**src/rtl/rx_mod_if.sv**
```systemverilog
// Receiver-side signal bundle for rx_mod: oversample tick, serial line,
// consumer acknowledge and the received-byte status outputs.
interface rx_mod_if;
  logic       tick;
  logic       rxd;
  logic       rx_ack;
  logic [7:0] dout;
  logic       rx_rdy;
  logic       frame_err;
  logic       overrun;
  logic       busy;

  // The master side drives the line, the tick and the acknowledge.
  modport master (
    output tick, rxd, rx_ack,
    input  dout, rx_rdy, frame_err, overrun, busy
  );

  modport slave (
    input  tick, rxd, rx_ack,
    output dout, rx_rdy, frame_err, overrun, busy
  );
endinterface

```
**src/rtl/rx_mod.sv**
```systemverilog
// Oversampling UART receiver: 8N1 frames, mid-bit sampling, ready/overrun/
// frame-error status with acknowledge from the consumer.
module rx_mod #(
  parameter int OVERSAMPLE = 16
) (
  input logic     clk,
  input logic     rst,
  rx_mod_if.slave bus
);
  localparam int             CW      = $clog2(OVERSAMPLE);
  localparam logic [CW-1:0]  CNT_MID = CW'(OVERSAMPLE / 2 - 1);
  localparam logic [CW-1:0]  CNT_END = CW'(OVERSAMPLE - 1);

  typedef enum logic [2:0] {IDLE, START, DATA, STOP, WAIT_HIGH} state_t;

  state_t        state, state_nxt;
  logic          rxd_meta, rxs;
  logic [CW-1:0] cnt, cnt_nxt;
  logic [2:0]    bit_idx, bit_idx_nxt;
  logic [7:0]    shreg, shreg_nxt;
  logic          done;

  // Synchronizer resets to the idle line level so no false start follows reset.
  // NOTE: sequential state uses non-blocking assignments so every flop samples
  // pre-edge values; blocking here would collapse the two stages into one.
  always_ff @(posedge clk or posedge rst) begin
    if (rst) begin
      rxd_meta <= 1'b1;
      rxs      <= 1'b1;
    end else begin
      rxd_meta <= bus.rxd;
      rxs      <= rxd_meta;
    end
  end

  always_ff @(posedge clk or posedge rst) begin
    if (rst) state <= IDLE;
    else     state <= state_nxt;
  end

  // NOTE: every output of this block gets a default first, so no path leaves
  // a variable unassigned and no latch is inferred.
  always_comb begin
    state_nxt   = state;
    cnt_nxt     = cnt;
    bit_idx_nxt = bit_idx;
    shreg_nxt   = shreg;
    done        = 1'b0;
    if (bus.tick) begin
      cnt_nxt = (cnt == CNT_END) ? '0 : cnt + 1'b1;
      unique case (state)
        IDLE: begin
          cnt_nxt = '0;
          if (!rxs) state_nxt = START;
        end
        START: begin
          if (cnt == CNT_MID) begin
            cnt_nxt     = '0;
            bit_idx_nxt = '0;
            state_nxt   = rxs ? IDLE : DATA;
          end
        end
        DATA: begin
          if (cnt == CNT_END) begin
            shreg_nxt   = {rxs, shreg[7:1]};
            bit_idx_nxt = bit_idx + 1'b1;
            if (bit_idx == 3'd7) state_nxt = STOP;
          end
        end
        STOP: begin
          if (cnt == CNT_END) begin
            done      = 1'b1;
            state_nxt = rxs ? IDLE : WAIT_HIGH;
          end
        end
        WAIT_HIGH: begin
          // A held-low line is a break, not a stream of zero bytes.
          if (rxs) state_nxt = IDLE;
        end
        default: state_nxt = IDLE;
      endcase
    end
  end

  always_ff @(posedge clk or posedge rst) begin
    if (rst) begin
      cnt     <= '0;
      bit_idx <= '0;
      shreg   <= '0;
    end else begin
      cnt     <= cnt_nxt;
      bit_idx <= bit_idx_nxt;
      shreg   <= shreg_nxt;
    end
  end

  // A same-cycle ack consumes the previous byte, so it suppresses overrun.
  always_ff @(posedge clk or posedge rst) begin
    if (rst) begin
      bus.dout      <= 8'h00;
      bus.rx_rdy    <= 1'b0;
      bus.frame_err <= 1'b0;
      bus.overrun   <= 1'b0;
      bus.busy      <= 1'b0;
    end else begin
      if (done) begin
        bus.dout      <= shreg;
        bus.rx_rdy    <= 1'b1;
        bus.frame_err <= ~rxs;
        bus.overrun   <= bus.rx_rdy & ~bus.rx_ack;
      end else if (bus.rx_ack) begin
        bus.rx_rdy    <= 1'b0;
        bus.frame_err <= 1'b0;
        bus.overrun   <= 1'b0;
      end
      bus.busy <= (state_nxt != IDLE);
    end
  end
endmodule
```
**src/flat_wrapper.sv**
```systemverilog
// flat-port wrapper written by rule: the top's interface ports become plain ports
module rx_mod_flat 
#(
  parameter int OVERSAMPLE = 16
)
  (clk, rst, bus_tick, bus_rxd, bus_rx_ack, bus_dout, bus_rx_rdy, bus_frame_err, bus_overrun, bus_busy);
  rx_mod_if bus_i ();
  input logic clk;
  input logic rst;
  input wire logic [$bits(bus_i.tick)-1:0] bus_tick;
  input wire logic [$bits(bus_i.rxd)-1:0] bus_rxd;
  input wire logic [$bits(bus_i.rx_ack)-1:0] bus_rx_ack;
  output wire logic [$bits(bus_i.dout)-1:0] bus_dout;
  output wire logic [$bits(bus_i.rx_rdy)-1:0] bus_rx_rdy;
  output wire logic [$bits(bus_i.frame_err)-1:0] bus_frame_err;
  output wire logic [$bits(bus_i.overrun)-1:0] bus_overrun;
  output wire logic [$bits(bus_i.busy)-1:0] bus_busy;
  assign bus_i.tick = bus_tick;
  assign bus_i.rxd = bus_rxd;
  assign bus_i.rx_ack = bus_rx_ack;
  assign bus_dout = bus_i.dout;
  assign bus_rx_rdy = bus_i.rx_rdy;
  assign bus_frame_err = bus_i.frame_err;
  assign bus_overrun = bus_i.overrun;
  assign bus_busy = bus_i.busy;
  rx_mod #(.OVERSAMPLE(OVERSAMPLE)) u_core (.clk(clk), .rst(rst), .bus(bus_i));
endmodule
```
**config.mk**
```make
export PLATFORM = sky130hd
export DESIGN_NAME = rx_mod_flat
export DESIGN_NICKNAME = d
export VERILOG_FILES = /design/src/rtl/rx_mod_if.sv /design/src/rtl/rx_mod.sv /design/src/flat_wrapper.sv
export SDC_FILE = /design/constraint.sdc
export NUM_CORES = 1
export LEC_CHECK = 0
export ABC_AREA = 1
export ABC_CLOCK_PERIOD_IN_PS = 1400
export CAP_MARGIN = 10
export CORE_MARGIN = 2
export CORE_UTILIZATION = 48
export CTS_CLUSTER_DIAMETER = 200
export DETAILED_ROUTE_END_ITERATION = 8
export PLACE_DENSITY = 0.7
export SYNTH_ARGS = -nofsm -noshare
export SYNTH_HDL_FRONTEND = slang
export SYNTH_SLANG_ARGS = --single-unit
```
**constraint.sdc**
```tcl
create_clock -name clk -period 1.4 [get_ports clk]
set_input_delay 0.21 -clock clk [delete_from_list [all_inputs] [get_ports clk]]
set_output_delay 0.21 -clock clk [all_outputs]
set_load 0.01 [all_outputs]
```
Word level (Yosys, flattened, before mapping) --
Cells that the tools add are included. Widths: inputs -> output; s select.
Cells by class: order comparisons 0, divide/modulo/power cells 0, equal/unequal tests 9, $mul 0, shift operators 0, bitwise logic cells 3, mux-type cells 23, add/subtract/negate cells 2, reductions and logical operators 6
Operators with widths (count):
- $mux 3 | 10
- $pmux 3 s5 | 1
- $mux 4 | 2
- $pmux 4 s2 | 1
- $mux 1 | 7
- $eq 3x2->1 const B | 2
- $eq 3x3->1 const B | 2
- $pmux 3 s2 | 1
- $add 4x1->4 const B | 1
- $eq 4x3->1 const B | 1
- $eq 4x4->1 const B | 1
- $ne 2x1->1 const B | 2
- $reduce_and 4->1 | 1
- $reduce_bool 2->1 | 2
- $add 3x1->3 const B | 1
- $eq 3x1->1 const B | 1
- $logic_not 3->1 | 1
- $reduce_and 3->1 | 1
- $reduce_bool 3->1 | 1
- $mux 2 | 1
- $not 1->1 | 2
- $and 1x1->1 | 1
Word-level totals: bits in writable memories 0, memories 0, memory bits (read-only) 0, latch bits 0, input bits 5, register bits after elaboration 32, output and inout bits 12, logic and storage cells 54

Longest topological paths before layout --
Gate-level depths: netlist (run 1).
depth after elaboration 6, depth in mapped cells 9, gate-level depth less buffers 9

Worst setup path after synthesis (run 1) --
Ideal clock, no wire load.
path type reg-to-reg, from register u_core.cnt[0], to register u_core.bus.dout[0], path buffers 1, stages on the path, launching flop included 7, data required time 1275 ps, period minus slack after synthesis 1412 ps, path slack -12 ps, library setup time 125 ps, arrival 1287 ps, path through dfrtp_1 > ha_1 > nand3_2 > nor2_4 > nand2_2 > buf_6 > mux2_4
Between the ends: cells in the longest elaborated chain, start to end 4
Ends and longest elaborated chain:
- start: declaration | RTL line rx_mod.sv:18 | logic [CW-1:0] cnt, cnt_nxt;
- start signal: assignment | RTL line rx_mod.sv:91 | cnt <= cnt_nxt;
- $eq 4x4->1 | RTL line rx_mod.sv:71 | if (cnt == CNT_END) begin
- $mux 1 | RTL line rx_mod.sv:71
- $mux 1 | RTL line rx_mod.sv:51 | unique case (state)
- $mux 1 | RTL line rx_mod.sv:49 | if (bus.tick) begin
- end signal: assignment | RTL line rx_mod.sv:107 | bus.dout <= shreg;
- end: declaration | RTL line rx_mod_if.sv:21 | output dout, rx_rdy, frame_err, overrun, busy
Every way passes these cells. A chain may end at the register's enable or synchronous reset.

Worst setup path in the final report (run 1) --
from register u_core.cnt[1], to register u_core.bus.dout[0]
Same word-level chain as after synthesis.

==> results of run 1 <==
power breakdown:
part           total [W]  internal, W  switching [W]
Combinational   0.000275     0.000120       0.000155
Clock           0.000683     0.000374       0.000308
Sequential       0.00101     0.000967      0.0000471
timing repair:
item | 4_1_cts | 5_1_grt
setup buffers | 0 | 2
gates cloned | 0 | 1
resized for setup | 14 | 36
endpoints found under the setup margin | 14 | 23
pin swaps | 0 | 10
layout by cell type (no fill, tap or decap), types with 2 or more instances in the layout:
| cell | count |
|---|---|
| nand3_1 | 6 |
| nor2_2 | 2 |
| dfrtp_2 | 2 |
| o21ai_0 | 8 |
| nand4_1 | 2 |
| ha_1 | 2 |
| nor2_1 | 6 |
| buf_4 | 8 |
| dfrtp_1 | 28 |
| nand2_4 | 3 |
| nand2_1 | 41 |
| dfstp_2 | 2 |
| dlygate4sd2_1 | 12 |
| a21oi_1 | 3 |
| clkdlybuf4s50_1 | 4 |
| inv_1 | 20 |
| nand2_2 | 6 |
| clkbuf_4 | 5 |
| o21ai_1 | 10 |
| nor2_4 | 3 |
per-stage QoR:
step	hold WS, ns	utilization	cell area (um^2)	total power, W	instances
2_1_floorplan	0.214	-	1390	0.00115	157
3_3_place_gp	0.346	0.597	1650	0.00124	209
3_5_place_dp	0.358	0.597	1650	0.00125	209
4_1_cts	0.218	0.623	1720	0.00194	217
5_1_grt	0.218	0.670	1850	0.00208	220
6_report	0.218	0.670	1850	0.00197	220
critical path: stages, from the launching register on:
cell	delay, ns
dfrtp_1	0.40
ha_4	0.19
nand3_4	0.11
nor2_4	0.18
nand2_4	0.10
mux2_4	0.31
logic make-up after synthesis:
family	count (synthesis)	synth area share
simple gates	72	0.219
xor+xnor	1	0.00630
fa+ha+maj	3	0.0270
compound gates	24	0.0881
flops	32	0.577
buf+inv	24	0.0710
mux	1	0.0108
state kept, by name (all words and copies together), names as in the netlist, 3 cells and up:
name / count
u_core.bus.dout: 8
u_core.shreg: 8
u_core.cnt: 4
u_core.bit_idx: 3
u_core.state: 3
layer usage:
layer | share of wire | vias up
met5 | 0 | -
met4 | 0.0072 | 0
met3 | 0.036 | 2
met2 | 0.53 | 19
met1 | 0.43 | 549
li1 | - | 554
cell type report:
type / instances / area, um^2 / area share
Clock inverter: 2 / 35.0 / 0.0190
Inverter: 20 / 75.1 / 0.0407
Tap cell: 31 / 38.8 / 0.0210
Clock buffer: 6 / 41.3 / 0.0224
Timing Repair Buffer: 28 / 277 / 0.150
Sequential cell: 32 / 806 / 0.436
Multi-Input combinational cell: 101 / 574 / 0.311
worst max path at each step:
| stage | slack [ns] | to | start |
|---|---|---|---|
| floorplan | 0.002 | u_core.bus.dout[0] | u_core.cnt[0] |
| global placement | -0.03 | u_core.bit_idx[0] | bus_tick |
| detailed placement | -0.07 | u_core.bit_idx[0] | bus_tick |
| CTS | -0.003 | u_core.bus.dout[7] | u_core.cnt[0] |
| global route | -0.1 | u_core.bus.busy | u_core.cnt[0] |
| finish | 0.009 | u_core.bus.dout[0] | u_core.cnt[1] |
==> metrics, run 1 <==
cts hold-fix bufs=0; Max transition margin=0.801; crit end category=flop; Starting Density=0.505; All-Layer GR Usage=0.187; Critical Path AT=1.62 ns; met3 usage=0.0558; R2R Path End=u_core.bus.dout[0]; Worst IR Drop VDD=0.977 mV; first-pass GRT wire length=4640 um; Reg clk slew, reported paths=0.11 ns; Reg2Reg Depth=5; unrepaired setup endpoints after global routing=yes; Die Ht=57.8 um; Least-Margin Pin Slew=0.297 ns; drt wl/cell=13.2 um; Routed Wire Length=2910 um; Hold Violations, Final=0; Syn Nets=165; # Max-Cap Violations=0; YS warnings=0; Synth Flop Type=dfrtp_1; Setup Slack @ Placement=-0.0670 ns; Most Used Layer, Global Route=met2; Detailed Routing Iterations Pass 1=4; Clock Skew=0.0138 ns; P&R area growth vs syn=32.7%; R2R Setup Slk=0.009 ns; fin. max-slew vios=0; FF-to-FF Start=u_core.cnt[1]; register bit total from synthesis=32; total I/O pin count=17; die width=57.8 um; Root Buffer Master=clkbuf_4; initial antenna violation count=0; Synth top area share=0.540; dpl hpwl=1900 um; Worst EP required=1.62 ns; Fillers=239; Max FO, Critical Path=5; Worst-Skew Late Latency=0.33 ns; final worst setup slack=0.00917 ns; HP Class=input pin to async pin; DRT iter0 DRCs=46; site row count=19; # nets final=196; ys async rst share=1.00; CTS Buffer Depth=2; DRC=0; share of cells above drive strength 1=0.228; CTS buffer count=5; clk sink count=32; count leader, synth=nand2_1; vias in the first global route=1069; TritonCTS clock tree=yes; DR vias/cell=5.11; GRT met1 Usage=0.224; # setup viols final=0; top cells by area, synth=dfrtp_1 54%, nand2_1 13%, o21ai_0 6.8%, inv_1 5.4%, dfstp_2 3.8%; Cell Area, Synth=1390 um^2; htree depth=2; Unique masters post-synth=20; die area=3350 um^2; status=completed; fin crit share=0.993; Startpoint Class=flop; Synth top cells by count=48 x nand2_1, 30 x dfrtp_1, 20 x inv_1; P_leak=1.00 nW; grt ovf=0; highest clock rate=719 MHz; Final min period=1.39 ns; via count=1124; post-route ant nets=0; CORE AREA=2760 um^2; final setup TNS=0 ns; sequential area share after synthesis=0.577; Post-synth EDFFs=0; WS Path Type=flop to flop; IO Port Bufs=16; diode count=0; cell taking the most area after synthesis=dfrtp_1; met2 GRT Util=0.310; Avg Inst Size Synth=8.86 um^2; largest net degree at the start of global routing=33; routability cong.=0.807; Mapped Cells=157; PD cells=1070 nW/um^2
Note: power is estimated with default switching activity, not from simulation.
==> inputs of run 2 (changes only) <==
- CORE_MARGIN: 2 -> not set
- REMOVE_ABC_BUFFERS: not set -> 1
==> metrics, run 2 (same netlist as run 1, synthesis figures left out) <==
status=completed (unchanged); # setup viols final=0 (unchanged); Most Used Layer, Global Route=met2 (unchanged); largest net degree at the start of global routing=33 (unchanged); Clock Skew=0.00871 ns (was 0.0138 ns); met3 usage=0.0535 (was 0.0558); site row count=19 (unchanged); Startpoint Class=flop (unchanged); HP Class=input pin to async pin (unchanged); Reg2Reg Depth=5 (unchanged); Worst IR Drop VDD=0.851 mV (was 0.977 mV); via count=1094 (was 1124); Power Total=0.00182 W (was 0.00197 W); die width=55.8 um (was 57.8 um); clk sink count=32 (unchanged); DRT iter0 DRCs=27 (was 46); R2R Setup Slk=0.01 ns (was 0.009 ns); Detailed Routing Iterations Pass 1=4 (unchanged); P&R area growth vs syn=29.6% (was 32.7%); All-Layer GR Usage=0.187 (about the same); fin crit share=0.990 (was 0.993); dpl hpwl=1810 um (was 1900 um); fin. max-slew vios=0 (unchanged); TritonCTS clock tree=yes (unchanged); R2R Path End=u_core.bus.dout[0] (unchanged); initial antenna violation count=0 (unchanged); Hold Violations, Final=0 (unchanged); Starting Density=0.505 (unchanged); multi-input combinational cell area=568 um^2 (was 574 um^2); Max FO, Critical Path=6 (was 5); post-route ant nets=0 (unchanged); met2 GRT Util=0.286 (was 0.310); WS Path Type=flop to flop (unchanged); post-placement cell count=209 (unchanged); commonest cells after routing, fill and taps aside=47 x nand2_1, 30 x dfrtp_1, 20 x inv_1 (was 41 x nand2_1, 28 x dfrtp_1, 20 x inv_1); final setup TNS=0 ns (unchanged); IO Port Bufs=16 (unchanged); CTS Buffer Depth=2 (unchanged); highest clock rate=721 MHz (was 719 MHz); fin util=0.654 (was 0.670); PD cells=1010 nW/um^2 (was 1070 nW/um^2); P_leak=0.995 nW (was 1.00 nW); Fillers=239 (unchanged); Final min period=1.39 ns (about the same); first-pass GRT wire length=4400 um (was 4640 um); crit path launch=u_core.cnt[1] (unchanged); grt ovf=0 (unchanged); DRC=0 (unchanged); diode count=0 (unchanged); unrepaired setup endpoints after global routing=yes (unchanged); # nets final=196 (unchanged); Reg area=803 um^2 (was 806 um^2); # Max-Cap Violations=0 (unchanged); total I/O pin count=17 (unchanged); GRT met1 Usage=0.229 (was 0.224); routability cong.=0.777 (was 0.807); CORE AREA=2760 um^2 (unchanged); vias in the first global route=1033 (was 1069); drt wl/cell=11.9 um (was 13.2 um); leading cell type in the layout, fill and taps excluded=nand2_1 (unchanged); FF-to-FF Start=u_core.cnt[1] (unchanged); Routed Wire Length=2620 um (was 2910 um); die area=3120 um^2 (was 3350 um^2); top flop regs=u_core.bus.dout (8), u_core.shreg (8), u_core.cnt (4) (unchanged); share of cells above drive strength 1=0.190 (was 0.228); Least-Margin Pin Slew=0.268 ns (was 0.297 ns); Worst EP required=1.62 ns (about the same); Max transition margin=0.821 (was 0.801); Critical Path AT=1.61 ns (was 1.62 ns); DR vias/cell=4.97 (was 5.11); CTS buffer count=5 (unchanged); Die Ht=55.8 um (was 57.8 um); Root Buffer Master=clkbuf_4 (unchanged); crit end category=flop (unchanged); htree depth=2 (unchanged); Final Non-Filler Cells=220 (unchanged); Worst-Skew Late Latency=0.33 ns (about the same); Reg clk slew, reported paths=0.10 ns (was 0.11 ns)
## run 2: through the flow
step / hold slack, ns / cell area [um^2] / worst slack (ns)
floorplan: 0.214 / 1370 / -0.0290
detailed placement: 0.348 / 1650 / -0.0928
global route: 0.260 / 1800 / -0.0420
CTS: 0.247 / 1720 / -0.00486
finish: 0.238 / 1800 / 0.0138
global placement: 0.348 / 1650 / -0.0543
## run 2: how the worst max path moves through the flow
stage                           end  slack [ns]  cells after the start
2_1_floorplan    u_core.bus.dout[0]       -0.03                      5
3_3_place_gp     u_core.bus.dout[6]       -0.05                      7
3_5_place_dp     u_core.bus.overrun       -0.09                      6
4_1_cts        u_core.bus.frame_err      -0.005                      7
5_1_grt           u_core.bit_idx[0]       -0.04                      6
6_report         u_core.bus.dout[0]        0.01                      5
## run 2: routing by layer
layer | vias to the layer above | part of all wire
li1 | 566 | -
met1 | 501 | 0.47
met2 | 20 | 0.47
met3 | 7 | 0.035
met4 | 0 | 0.023
met5 | - | 0
## run 2: timing repair
| item | in CTS | in global routing |
|---|---|---|
| endpoints found under the setup margin | 24 | 17 |
| pin swaps | 1 | 7 |
| gates cloned | 0 | 1 |
| setup buffers | 0 | 2 |
| hold buffers | 0 | 0 |
| gates resized for setup | 19 | 21 |
## run 2: layout make-up
class,instances,share of cell area
Tap cell,31,0.0215
Inverter,20,0.0416
Clock buffer,8,0.0326
Multi-Input combinational cell,101,0.315
Sequential cell,32,0.446
Timing Repair Buffer,28,0.144
## run 2: critical path: stages, from the launching register on
cell     delay (ns)
dfrtp_1        0.40
ha_4           0.19
nand3_4        0.11
nor2_4         0.16
nand2_4        0.11
mux2_4         0.31
## run 2: power by group
| part | switching, W | total (W) | internal [W] |
|---|---|---|---|
| clock | 0.000291 | 0.000538 | 0.000248 |
| combinational | 0.000147 | 0.000277 | 0.000130 |
| sequential | 0.0000439 | 0.00101 | 0.000966 |
==> inputs of run 3 (changes only) <==
- CAP_MARGIN: 10 -> not set
- CORE_UTILIZATION: 48 -> 45
- PLACE_DENSITY: 0.7 -> 0.66
- SKIP_LAST_GASP: not set -> 1
==> metrics, run 3 (same netlist as run 1, synthesis figures left out) <==
FF-to-FF Start=u_core.cnt[1] (unchanged); hold_ws=0.225 ns (was 0.238 ns); Reg clk slew, reported paths=0.10 ns (about the same); DR vias/cell=4.98 (was 4.97); TritonCTS clock tree=yes (unchanged); Startpoint Class=flop (unchanged); leading cell type in the layout, fill and taps excluded=nand2_1 (unchanged); Starting Density=0.488 (was 0.505); Routed Wire Length=2550 um (was 2620 um); vias in the first global route=1046 (was 1033); top flop regs=u_core.bus.dout (8), u_core.shreg (8), u_core.cnt (4) (unchanged); post-route ant nets=0 (unchanged); # setup viols final=0 (unchanged); status=finished, violations left (was completed); htree depth=2 (unchanged); highest clock rate=727 MHz (was 721 MHz); first-pass GRT wire length=4440 um (was 4400 um); Setup Slack @ Placement=-0.0694 ns (was -0.0928 ns); P_leak=0.963 nW (was 0.995 nW); CTS Buffer Depth=2 (unchanged); R2R Setup Slk=0.02 ns (was 0.01 ns); Die Ht=57.6 um (was 55.8 um); commonest cells after routing, fill and taps aside=47 x nand2_1, 30 x dfrtp_1, 20 x inv_1 (unchanged); dpl hpwl=1820 um (was 1810 um); Detailed Routing Iterations Pass 1=6 (was 4); Root Buffer Master=clkbuf_4 (unchanged); WS Path Type=flop to flop (unchanged); CP cell instances=ha_4 -> nand3_4 -> nor2_4 -> nand2_4 -> buf_12 -> nand3_1 -> o21ai_0 (was ha_4 -> nand3_4 -> nor2_4 -> nand2_4 -> mux2_4); fin crit share=0.983 (was 0.990); total I/O pin count=17 (unchanged); via count=1081 (was 1094); DRC=2 (was 0); R2R Path End=u_core.bus.overrun (was u_core.bus.dout[0]); routability cong.=0.760 (was 0.777); initial antenna violation count=0 (unchanged); die width=57.6 um (was 55.8 um); Final Non-Filler Cells=217 (was 220); clk sink count=32 (unchanged); crit end category=flop (unchanged); share of cells above drive strength 1=0.151 (was 0.190); slowest stage delay, CP=0.40 ns (about the same); largest net degree at the start of global routing=33 (unchanged); CP top delay family=simple AND/OR/NAND/NOR gates (was flip-flops); # Max-Cap Violations=0 (unchanged); Clock Skew=0.0115 ns (was 0.00871 ns); All-Layer GR Usage=0.184 (was 0.187); Critical Path AT=1.59 ns (was 1.61 ns); Worst IR Drop VDD=0.797 mV (was 0.851 mV); Worst EP required=1.61 ns (was 1.62 ns); HP Class=input pin to async pin (unchanged); drt wl/cell=11.8 um (was 11.9 um); grt ovf=0 (unchanged); P&R area growth vs syn=25.3% (was 29.6%); IO Port Bufs=16 (unchanged); Max transition margin=0.802 (was 0.821); site row count=19 (unchanged); CORE AREA=2850 um^2 (was 2760 um^2); DRT iter0 DRCs=46 (was 27); Power Total=0.00177 W (was 0.00182 W); final worst setup slack=0.0237 ns (was 0.0138 ns); Reg2Reg Depth=7 (was 5); unrepaired setup endpoints after global routing=yes (unchanged); diode count=0 (unchanged); die area=3320 um^2 (was 3120 um^2); Worst-Skew Late Latency=0.34 ns (was 0.33 ns); Max FO, Critical Path=19 (was 6); PD cells=1020 nW/um^2 (was 1010 nW/um^2); post-placement cell count=208 (was 209); Fillers=257 (was 239); failing checks=design-rule violations; CTS buffer count=5 (unchanged); Final min period=1.38 ns (was 1.39 ns); Hold Violations, Final=0 (unchanged); CP bufs+invs=1 (was 0); # nets final=193 (was 196); Least-Margin Pin Slew=0.296 ns (was 0.268 ns); fin. max-slew vios=0 (unchanged); Crit-path slowest cell=dfrtp_1 (unchanged)
run 3: per-layer routing:
metal  vias to the layer above  routed length [um]  track usage
met2                        27                1200        0.294
met5                         -                   0            0
met1                       492                1160        0.217
met4                         0                  54       0.0836
li1                        554                   -            -
met3                         8                 138       0.0748
run 3: cell type report:
class	count	area, um^2	area share
sequential	32	803	0.461
multi-input combinational	101	538	0.309
timing repair buffer	25	238	0.136
inverter	20	75.1	0.0431
clock buffer	7	45.0	0.0258
tap	31	38.8	0.0223
clock inverter	1	5.00	0.00287
run 3: worst max-delay path by stage:
stage,end,start,depth (start not counted),slack [ns]
after floorplan,u_core.bus.dout[0],u_core.cnt[0],5,-0.03
after global placement,u_core.bit_idx[0],bus_tick,6,-0.04
after detailed placement,u_core.bit_idx[0],bus_tick,6,-0.07
after CTS,u_core.bus.frame_err,u_core.cnt[0],7,0.001
after global routing,u_core.bus.dout[7],u_core.cnt[1],7,-0.06
final,u_core.bus.overrun,u_core.cnt[1],7,0.02
run 3: worst register-to-register path, cell delays in order, from the launching register on:
cell and delay [ns]:
dfrtp_1 0.40, ha_4 0.18, nand3_4 0.12, nor2_4 0.17, nand2_4 0.09, buf_12 0.16
nand3_1 0.06, o21ai_0 0.08
run 3: metrics by stage:
step | setup TNS (ns) | util | area, um^2
floorplan | -0.0327 | - | 1370
global placement | -0.0855 | 0.579 | 1650
detailed placement | -0.286 | 0.579 | 1650
CTS | 0 | 0.601 | 1710
global route | -0.486 | 0.611 | 1740
finish | 0 | 0.611 | 1740
run 3: timing repair:
action                                  4_1_cts  5_1_grt
endpoints found under the setup margin       21       18
hold buffers                                  0        0
pin swaps                                     1        5
buffers inserted                              0        1
hold endpoints to repair                      0        0
resized for setup                            17        7
run 3: report_power, final:
| part | leakage (nW) | switching [W] | internal [W] |
|---|---|---|---|
| clock network | 0.0293 | 0.000300 | 0.000195 |
| registers | 0.434 | 0.0000424 | 0.000966 |
| logic | 0.499 | 0.000145 | 0.000124 |
